$ cat src/rtl/uart_rx_framer.sv
// uart_rx_framer
// Oversampling UART receiver. The serial line is synchronized, a falling
// edge is confirmed by sampling mid start bit, and the data bits, optional
// parity bit and stop bit are then sampled mid-bit using a 16x tick.
// A completed frame is presented on a valid/ready output holding register.
//
// Ports
//   clk         rising-edge clock
//   reset       asynchronous active-high reset
//   tick_16x    one-clk enable at 16x baud; all bit timing counts these
//   rx          asynchronous serial input, idles high
//   rx_data     received word, first received bit in bit 0
//   rx_valid    rx_data / parity_err / frame_err are valid
//   rx_ready    consumer accepts the word
//   parity_err  parity mismatch for the held word
//   frame_err   stop bit sampled low for the held word
//   overrun     one-clk pulse when a completed frame is dropped
//   busy        receiver FSM is not idle
//   dbg_state_o current FSM state, for observation only
//
// Handshake: a word transfers on every clock where rx_valid && rx_ready.
// While rx_valid is high and not accepted, rx_data and both error flags
// hold stable. A frame completing in the same clock as an acceptance
// replaces the word and rx_valid stays high; a frame completing while the
// held word is not being accepted is dropped and overrun pulses.
module uart_rx_framer #(
  parameter int DATA_BITS  = 8,
  parameter int PARITY_EN  = 1,
  parameter int PARITY_ODD = 0
) (
  input  logic                 clk,
  input  logic                 reset,
  input  logic                 tick_16x,
  input  logic                 rx,
  output logic [DATA_BITS-1:0] rx_data,
  output logic                 rx_valid,
  input  logic                 rx_ready,
  output logic                 parity_err,
  output logic                 frame_err,
  output logic                 overrun,
  output logic                 busy,
  output logic [2:0]           dbg_state_o
);

  typedef enum logic [2:0] {
    S_IDLE   = 3'd0,
    S_START  = 3'd1,
    S_DATA   = 3'd2,
    S_PARITY = 3'd3,
    S_STOP   = 3'd4
  } state_e;

  localparam logic [3:0] LAST_BIT = 4'(DATA_BITS - 1);
  localparam logic       ODD_INV  = (PARITY_ODD != 0);
  localparam state_e     AFTER_DATA = (PARITY_EN != 0) ? S_PARITY : S_STOP;

  state_e                 state_q;
  logic                   rx_s1_q, rx_s2_q;
  logic [3:0]             cnt_q;
  logic [3:0]             bit_cnt_q;
  logic [DATA_BITS-1:0]   shift_q;
  logic                   perr_q;
  logic [DATA_BITS-1:0]   rx_data_q;
  logic                   rx_valid_q;
  logic                   parity_err_q;
  logic                   frame_err_q;
  logic                   overrun_q;

  always_ff @(posedge clk or posedge reset) begin
    if (reset) begin
      state_q      <= S_IDLE;
      rx_s1_q      <= 1'b1;
      rx_s2_q      <= 1'b1;
      cnt_q        <= 4'd0;
      bit_cnt_q    <= 4'd0;
      shift_q      <= '0;
      perr_q       <= 1'b0;
      rx_data_q    <= '0;
      rx_valid_q   <= 1'b0;
      parity_err_q <= 1'b0;
      frame_err_q  <= 1'b0;
      overrun_q    <= 1'b0;
    end else begin
      rx_s1_q   <= rx;
      rx_s2_q   <= rx_s1_q;
      overrun_q <= 1'b0;

      if (rx_valid_q && rx_ready) begin
        rx_valid_q <= 1'b0;
      end

      if (tick_16x) begin
        // Free-running between sample points; each state clears it on entry
        // so that counter==7 lands mid start bit and counter==15 mid bit.
        cnt_q <= cnt_q + 4'd1;
        case (state_q)
          S_IDLE: begin
            if (!rx_s2_q) begin
              state_q <= S_START;
              cnt_q   <= 4'd0;
            end
          end
          S_START: begin
            if (cnt_q == 4'd7) begin
              if (!rx_s2_q) begin
                state_q   <= S_DATA;
                cnt_q     <= 4'd0;
                bit_cnt_q <= 4'd0;
                perr_q    <= 1'b0;
              end else begin
                state_q <= S_IDLE;  // glitch: line went back high
              end
            end
          end
          S_DATA: begin
            if (cnt_q == 4'd15) begin
              // Shift in from the top so the first bit ends up in bit 0.
              shift_q   <= {rx_s2_q, shift_q[DATA_BITS-1:1]};
              bit_cnt_q <= bit_cnt_q + 4'd1;
              if (bit_cnt_q == LAST_BIT) begin
                bit_cnt_q <= 4'd0;
                state_q   <= AFTER_DATA;
              end
            end
          end
          S_PARITY: begin
            if (cnt_q == 4'd15) begin
              perr_q  <= rx_s2_q ^ (^shift_q) ^ ODD_INV;
              state_q <= S_STOP;
            end
          end
          S_STOP: begin
            if (cnt_q == 4'd15) begin
              state_q <= S_IDLE;
              if (!rx_valid_q || rx_ready) begin
                rx_data_q    <= shift_q;
                parity_err_q <= perr_q;
                frame_err_q  <= !rx_s2_q;
                rx_valid_q   <= 1'b1;
              end else begin
                overrun_q <= 1'b1;
              end
            end
          end
          default: state_q <= S_IDLE;
        endcase
      end
    end
  end

  assign rx_data     = rx_data_q;
  assign rx_valid    = rx_valid_q;
  assign parity_err  = parity_err_q;
  assign frame_err   = frame_err_q;
  assign overrun     = overrun_q;
  assign busy        = (state_q != S_IDLE);
  assign dbg_state_o = state_q;

endmodule
$ cat config.mk
export PLATFORM = sky130hd
export DESIGN_NAME = uart_rx_framer
export DESIGN_NICKNAME = d
export VERILOG_FILES = /design/src/rtl/uart_rx_framer.sv
export SDC_FILE = /design/constraint.sdc
export NUM_CORES = 1
export LEC_CHECK = 0
export ABC_AREA = 0
export BUFFER_PORTS_ARGS = -buffer_cell sky130_fd_sc_hd__buf_2
export CAP_MARGIN = 15
export CELL_PAD_IN_SITES_DETAIL_PLACEMENT = 0
export CELL_PAD_IN_SITES_GLOBAL_PLACEMENT = 2
export CORE_MARGIN = 8
export CORE_UTILIZATION = 38
export DETAILED_ROUTE_END_ITERATION = 8
export GPL_TIMING_DRIVEN = 0
export PLACE_DENSITY = 0.83
export SETUP_SLACK_MARGIN = 0.2
export SLEW_MARGIN = 40
export SYNTH_ARGS = -nofsm -noshare
export SYNTH_HDL_FRONTEND = slang
export SYNTH_SLANG_ARGS = --single-unit
$ cat constraint.sdc
create_clock -name clk -period 2.4 [get_ports clk]
set_clock_uncertainty 0.2 [all_clocks]
set_input_delay 0.24 -clock clk [delete_from_list [all_inputs] [get_ports clk]]
set_output_delay 0.24 -clock clk [all_outputs]
set_load 0.1 [all_outputs]
== Yosys cells after proc, flatten, opt, wreduce, memory -nomap -nowiden ==
Index checks and enable logic that the tools add are counted.

* Bits in registers: 34
* Input bits: 5
* Logic and storage cells: 72

* Add/subtract/negate cells: 2
* Equal/unequal tests: 14
* Multiplexer cells: 29
* Bitwise gates (word level): 1
* Reductions and logical operators: 14

{| class="wikitable"
|+ Operator list
! cell !! count
|-
| two-way mux 4 bit || 6
|-
| two-way mux 3 bit || 6
|-
| one-hot mux 4 bit (2 select lines) || 2
|-
| one-hot mux 3 bit (5 select lines) || 1
|-
| != test 2 bit, second input constant || 7
|-
| two-way mux 1 bit || 12
|-
| AND reduction 5 bit || 2
|-
| adder 4 x 1 -> 4 bit, second input constant || 2
|-
| equality test 4 x 3 -> 1 bit, second input constant || 2
|-
| parity 8 bit || 1
|-
| AND reduction 7 bit || 1
|-
| equality test 3 x 2 -> 1 bit, second input constant || 2
|-
| equality test 4 bit, second input constant || 1
|-
| AND reduction 4 bit || 1
|-
| nonzero test 2 bit || 2
|-
| equality test 3 x 1 -> 1 bit, second input constant || 1
|-
| equality test 3 bit, second input constant || 1
|-
| zero test 3 bit || 1
|-
| AND reduction 3 bit || 1
|-
| nonzero test 3 bit || 1
|-
| zero test 1 bit || 2
|-
| two-way mux 2 bit || 1
|-
| one-hot mux 1 bit (2 select lines) || 1
|-
| logical AND 1 bit || 1
|-
| 2 further kinds || 2
|}

== Depth between registers and ports, before layout ==
* Depth in word-level cells: 6
* Depth in mapped cells: 6
* Mapped depth without buffers: 5

== Worst setup path before layout ==
Ideal clock, no wire load.

* Path type: register to register
* Start: register state_q[2] (netlist: dbg_state_o[2])
* End: register parity_err_q (netlist: parity_err)
* Library setup time: 0.125 ns
* Data arrival time: 2.197 ns
* Slack: -0.122 ns
* Cell stages (with the launch flop): 6
* Buffers on the path: 2
* Clock period less this slack: 2.522 ns
* Path through: dfrtp_1 -> buf_4 -> nor3b_1 -> and3_1 -> buf_4 -> mux2_2

* Cells in the longest elaborated chain, start to end: 2

{| class="wikitable"
|+ Ends and longest elaborated chain
! what !! line !! text
|-
| start, declared || 57 || <nowiki>state_e state_q;</nowiki>
|-
| start signal, assigned || 71 || <nowiki>state_q <= S_IDLE;</nowiki>
|-
| start signal, assigned || 99 || <nowiki>state_q <= S_START;</nowiki>
|-
| start signal, assigned || 106 || <nowiki>state_q <= S_DATA;</nowiki>
|-
| equality test 3 bit || 96 || <nowiki>case (state_q)</nowiki>
|-
| AND reduction 4 bit (no line) || -- ||
|-
| end signal, assigned || 137 || <nowiki>parity_err_q <= perr_q;</nowiki>
|-
| end, declared || 65 || <nowiki>logic parity_err_q;</nowiki>
|}

Every way passes these cells.
A chain may end at the register's enable or synchronous reset.

== Worst setup path in the final report ==
* Start: register state_q[2] (netlist: dbg_state_o[2])
* End: register shift_q[1]

* Cells in the longest elaborated chain, start to end: 2

{| class="wikitable"
|+ Ends and longest elaborated chain
! what !! line !! text
|-
| equality test 3 x 2 -> 1 bit || 96 ||
|-
| AND reduction 3 bit (no line) || -- ||
|-
| end signal, assigned || 118 || <nowiki>shift_q <= {rx_s2_q, shift_q[DATA_BITS-1:1]};</nowiki>
|-
| end, declared || 61 || <nowiki>logic [DATA_BITS-1:0] shift_q;</nowiki>
|}

Every way passes these cells.

==> run_summary.xml <==
<?xml version="1.0" encoding="UTF-8"?>
<metrics>
  <group name="detailed_routing">
    <metric name="dr.pass1.iters" unit="">4</metric>
    <metric name="num_vias" unit="">1093</metric>
    <metric name="vias_per_cell" unit="">5.04</metric>
    <metric name="wl" unit="mm">3.17</metric>
    <metric name="route.antenna.remaining_nets" unit="">0</metric>
    <metric name="remaining_drc_errors" unit="">0</metric>
    <metric name="avgRoutedWirePerCell" unit="um">14.6</metric>
    <metric name="detail_route.iter0.violations" unit="">33</metric>
  </group>
  <group name="global_routing">
    <metric name="grt_use_total" unit="">0.105</metric>
    <metric name="grt_pass1_wl" unit="mm">5.35</metric>
    <metric name="grt-busiest-layer" unit="">met2</metric>
    <metric name="use_met2" unit="">0.165</metric>
    <metric name="globalRoute.totalOverflow" unit="">0</metric>
    <metric name="first_global_vias" unit="">1122</metric>
    <metric name="largest_net_degree_at_the_start_of_global_routing" unit="">35</metric>
    <metric name="groute.layer.met3.usage" unit="">0.0383</metric>
    <metric name="gr-usage-met1" unit="">0.126</metric>
    <metric name="grt_antenna_before_repair" unit="">0</metric>
  </group>
  <group name="floorplan">
    <metric name="floorplan.die.width" unit="um">81.6</metric>
    <metric name="std_cell_rows" unit="">24</metric>
    <metric name="die-area" unit="mm^2">0.00666</metric>
    <metric name="start_util" unit="">0.384</metric>
    <metric name="coreArea" unit="mm^2">0.00426</metric>
    <metric name="die_h" unit="um">81.6</metric>
    <metric name="floorplan.io_pins" unit="">21</metric>
  </group>
  <group name="clocking">
    <metric name="cts-root-to-sink-buffers" unit="">2</metric>
    <metric name="cts-htree-levels" unit="">2</metric>
    <metric name="cts-buffers-inserted" unit="">5</metric>
    <metric name="sinks_on_the_clock_net" unit="">34</metric>
    <metric name="clk-insertion-delay-late" unit="ps">290</metric>
    <metric name="clk_transition_reported_paths" unit="ps">80</metric>
    <metric name="cts_tree" unit="">yes</metric>
    <metric name="cts-root-buf" unit="">sky130_fd_sc_hd__clkbuf_8</metric>
  </group>
  <group name="synthesis">
    <metric name="yosysTopAreaCell" unit="">sky130_fd_sc_hd__dfrtp_1</metric>
    <metric name="synthTopCellsByArea" unit="">sky130_fd_sc_hd__dfrtp_1 49%, sky130_fd_sc_hd__mux2_2 13%, sky130_fd_sc_hd__dfstp_2 3.2%</metric>
    <metric name="synth_cells" unit="">131</metric>
    <metric name="avgSynthCellArea" unit="um^2">12.5</metric>
    <metric name="syn_nets" unit="">138</metric>
    <metric name="synth_top_cell_area_share" unit="">0.489</metric>
    <metric name="netlist_area" unit="mm^2">0.00164</metric>
    <metric name="yosysUniqueCellTypes" unit="">41</metric>
    <metric name="synth.yosys.seq_area_share" unit="">0.521</metric>
    <metric name="synth.ff_latch_count" unit="">34</metric>
    <metric name="synth-warning-count" unit="">0</metric>
    <metric name="synth_edf_count" unit="">0</metric>
    <metric name="synth-main-ff-cell" unit="">sky130_fd_sc_hd__dfrtp_1</metric>
    <metric name="asyncSetResetFlopFracSynth" unit="">1.00</metric>
  </group>
  <group name="critical_path">
    <metric name="critPathKind" unit="">flop to flop</metric>
    <metric name="worstReg2RegEnd" unit="">shift_q[1]</metric>
    <metric name="crit_fanout" unit="">9</metric>
    <metric name="arrival" unit="ps">2070</metric>
    <metric name="reg2reg_slack" unit="ps">290</metric>
    <metric name="worst_ep_required_time" unit="ps">2370</metric>
    <metric name="rr_startpoint" unit="">dbg_state_o[2]</metric>
    <metric name="timing.reg2reg.worst_path_depth" unit="">4</metric>
    <metric name="kind_of_start_point_of_the_critical_path" unit="">flop</metric>
    <metric name="timing.critical_path.to_type" unit="">flop</metric>
  </group>
  <group name="timing">
    <metric name="timing.final.max_slew_violations" unit="">0</metric>
    <metric name="period_minus_slack" unit="ps">2110</metric>
    <metric name="finalHoldViolations" unit="">0</metric>
    <metric name="final_critical_path_share_of_the_clock_period" unit="">0.877</metric>
    <metric name="fmax" unit="MHz">475</metric>
    <metric name="setup_violations_final" unit="">0</metric>
    <metric name="setup_total_negative_slack" unit="ps">0</metric>
    <metric name="grt_setup_unrepaired" unit="">no</metric>
    <metric name="slew-limit-headroom" unit="">0.533</metric>
    <metric name="tightest_slew" unit="ps">699</metric>
  </group>
  <group name="layout">
    <metric name="multiInputGateArea" unit="um^2">737</metric>
    <metric name="instances_no_fill" unit="">217</metric>
    <metric name="design.final.nets" unit="">171</metric>
    <metric name="seqCellArea" unit="um^2">862</metric>
    <metric name="drive_above_1_share" unit="">0.436</metric>
    <metric name="antenna_cells" unit="">0</metric>
    <metric name="fill_cell_instance_count_of_the_final_layout" unit="">394</metric>
    <metric name="area_growth" unit="%">22.6</metric>
  </group>
  <group name="worst_hold_path">
    <metric name="hold_path.class" unit="">input port to flop</metric>
    <metric name="hold_end" unit="">overrun</metric>
    <metric name="holdCritStartpoint" unit="">rx_ready</metric>
    <metric name="worstHoldPathCells" unit="">3</metric>
  </group>
  <group name="placed_design">
    <metric name="placedCellCount" unit="">203</metric>
    <metric name="gp_routability_congestion" unit="">0.813</metric>
    <metric name="port_buffers" unit="">20</metric>
    <metric name="place_hpwl" unit="mm">2.21</metric>
  </group>
  <group name="job">
    <metric name="drv.max_cap_violation_count" unit="">0</metric>
  </group>
  <group name="power">
    <metric name="power_switching" unit="uW">694</metric>
    <metric name="worst_ir_drop_vdd" unit="mV">0.450</metric>
    <metric name="p_seq_frac" unit="">0.353</metric>
    <metric name="power.density_cell_area" unit="mW/mm^2">981</metric>
    <metric name="total_leakage_power" unit="uW">0.000988</metric>
    <metric name="clockPowerShare" unit="">0.321</metric>
    <metric name="p_sw_frac" unit="">0.353</metric>
    <metric name="share_comb_of_total_power" unit="">0.326</metric>
    <metric name="internal_power" unit="uW">1270</metric>
  </group>
  <group name="outcome">
    <metric name="run_status" unit="">complete, no violations</metric>
  </group>
</metrics>
-- power groups by stage --
stage / clock network (uW) / logic [uW] / registers [uW]
3_5_place_dp: 0 / 603 / 703
5_1_grt: 679 / 689 / 702
2_1_floorplan: 0 / 390 / 809
6_report: 632 / 642 / 694
4_1_cts: 647 / 608 / 692
3_3_place_gp: 0 / 589 / 698
-- worst max-delay path, cell delays in order (launching register included) --
cell,delay [ps]
sky130_fd_sc_hd__dfrtp_4,470
sky130_fd_sc_hd__buf_4,170
sky130_fd_sc_hd__or3b_2,530
sky130_fd_sc_hd__nor2_4,250
sky130_fd_sc_hd__mux2_2,370
-- metal layers --
| metal | vias up | share of wire |
|---|---|---|
| li1 | 534 | - |
| met4 | 0 | 0.013 |
| met1 | 536 | 0.46 |
| met3 | 5 | 0.046 |
| met5 | - | 0 |
| met2 | 18 | 0.48 |
-- Yosys cell counts, drive strengths merged, types with 2 or more instances --
master and count:
a21oi 2, a22o 3, and3 3, buf 4, dfrtp 32, dfstp 2
ha 2, inv 4, mux2 19, nand2 6, nand2b 2, nand3 2
nor2 9, nor2b 2, nor3 2, nor3b 3, o21ai 6, o31ai 4
xnor2 6
-- through the flow --
stage | setup slack (ps) | power, uW | hold slack (ps) | util | area, um^2
2_1_floorplan | 202 | 1200 | 44.5 | - | 1650
3_3_place_gp | 297 | 1290 | 148 | 0.425 | 1810
3_5_place_dp | 254 | 1310 | 147 | 0.425 | 1810
4_1_cts | 241 | 1950 | 35.0 | 0.462 | 1970
5_1_grt | 237 | 2070 | 43.4 | 0.470 | 2010
6_report | 295 | 1970 | 36.7 | 0.470 | 2010
-- flip-flops by register name (all words and copies together), names as in the netlist --
register     count
rx_data          8
shift_q          8
bit_cnt_q        4
cnt_q            4
dbg_state_o      3
frame_err        1
overrun          1
parity_err       1
perr_q           1
rx_s1_q          1
rx_s2_q          1
rx_valid         1
-- logic make-up after synthesis --
logic type / share of synthesized area
DFF: 0.521
buffers and inverters: 0.0329
xor gates and xnor gates: 0.0459
and+or+nand+nor: 0.138
adders and majority gates: 0.0153
muxes: 0.137
AOI/OAI and AO/OA: 0.110
-- final cells by class --
class	instances	share of cell area
clock buffer	5	0.0343
buffer	5	0.0193
multi-input combinational	88	0.367
tap	52	0.0324
timing repair buffer	26	0.0749
clock inverter	3	0.0343
inverter	4	0.00749
sequential	34	0.430
-- layout by cell type, fill, tap and decap left out, types with 2 or more instances in the layout --
| cell type | netlist | routed |
|---|---|---|
| sky130_fd_sc_hd__dfrtp_1 | 32 | 29 |
| sky130_fd_sc_hd__buf_2 | 0 | 20 |
| sky130_fd_sc_hd__mux2_2 | 19 | 19 |
| sky130_fd_sc_hd__nor2_1 | 8 | 8 |
| sky130_fd_sc_hd__buf_4 | 3 | 7 |
| sky130_fd_sc_hd__xnor2_1 | 6 | 6 |
| sky130_fd_sc_hd__nand2_1 | 6 | 6 |
| sky130_fd_sc_hd__o21ai_0 | 6 | 5 |
| sky130_fd_sc_hd__clkbuf_8 | 0 | 5 |
| sky130_fd_sc_hd__and3_1 | 3 | 3 |
| sky130_fd_sc_hd__o31ai_1 | 3 | 3 |
| sky130_fd_sc_hd__inv_1 | 4 | 3 |
| sky130_fd_sc_hd__a22o_1 | 3 | 3 |
| sky130_fd_sc_hd__nand2b_1 | 2 | 2 |
| sky130_fd_sc_hd__a21oi_1 | 2 | 2 |
| sky130_fd_sc_hd__nor2b_1 | 2 | 2 |
| sky130_fd_sc_hd__nand3_1 | 2 | 2 |
| sky130_fd_sc_hd__nor3_1 | 2 | 2 |
| sky130_fd_sc_hd__bufinv_16 | 0 | 2 |
| sky130_fd_sc_hd__dfrtp_4 | 0 | 2 |
| sky130_fd_sc_hd__dlygate4sd3_1 | 0 | 2 |
| sky130_fd_sc_hd__dfstp_2 | 2 | 2 |
-- worst max-delay path by stage --
stage / from / endpoint / slack, ps
after detailed placement: dbg_state_o[1] / rx_data[1] / 250
final: dbg_state_o[2] / shift_q[1] / 290
after global placement: dbg_state_o[1] / rx_data[4] / 300
after floorplan: dbg_state_o[0] / dbg_state_o[0] / 200
after global routing: cnt_q[0] / dbg_state_o[0] / 240
after CTS: dbg_state_o[1] / rx_data[1] / 240
-- timing repair --
item,in CTS,in global routing
endpoints found under the hold margin,33,0
setup buffers,0,4
gates resized for setup,0,3
hold buffers,2,0
endpoints found under the setup margin,0,9
Power figures use the tool's default switching activity.
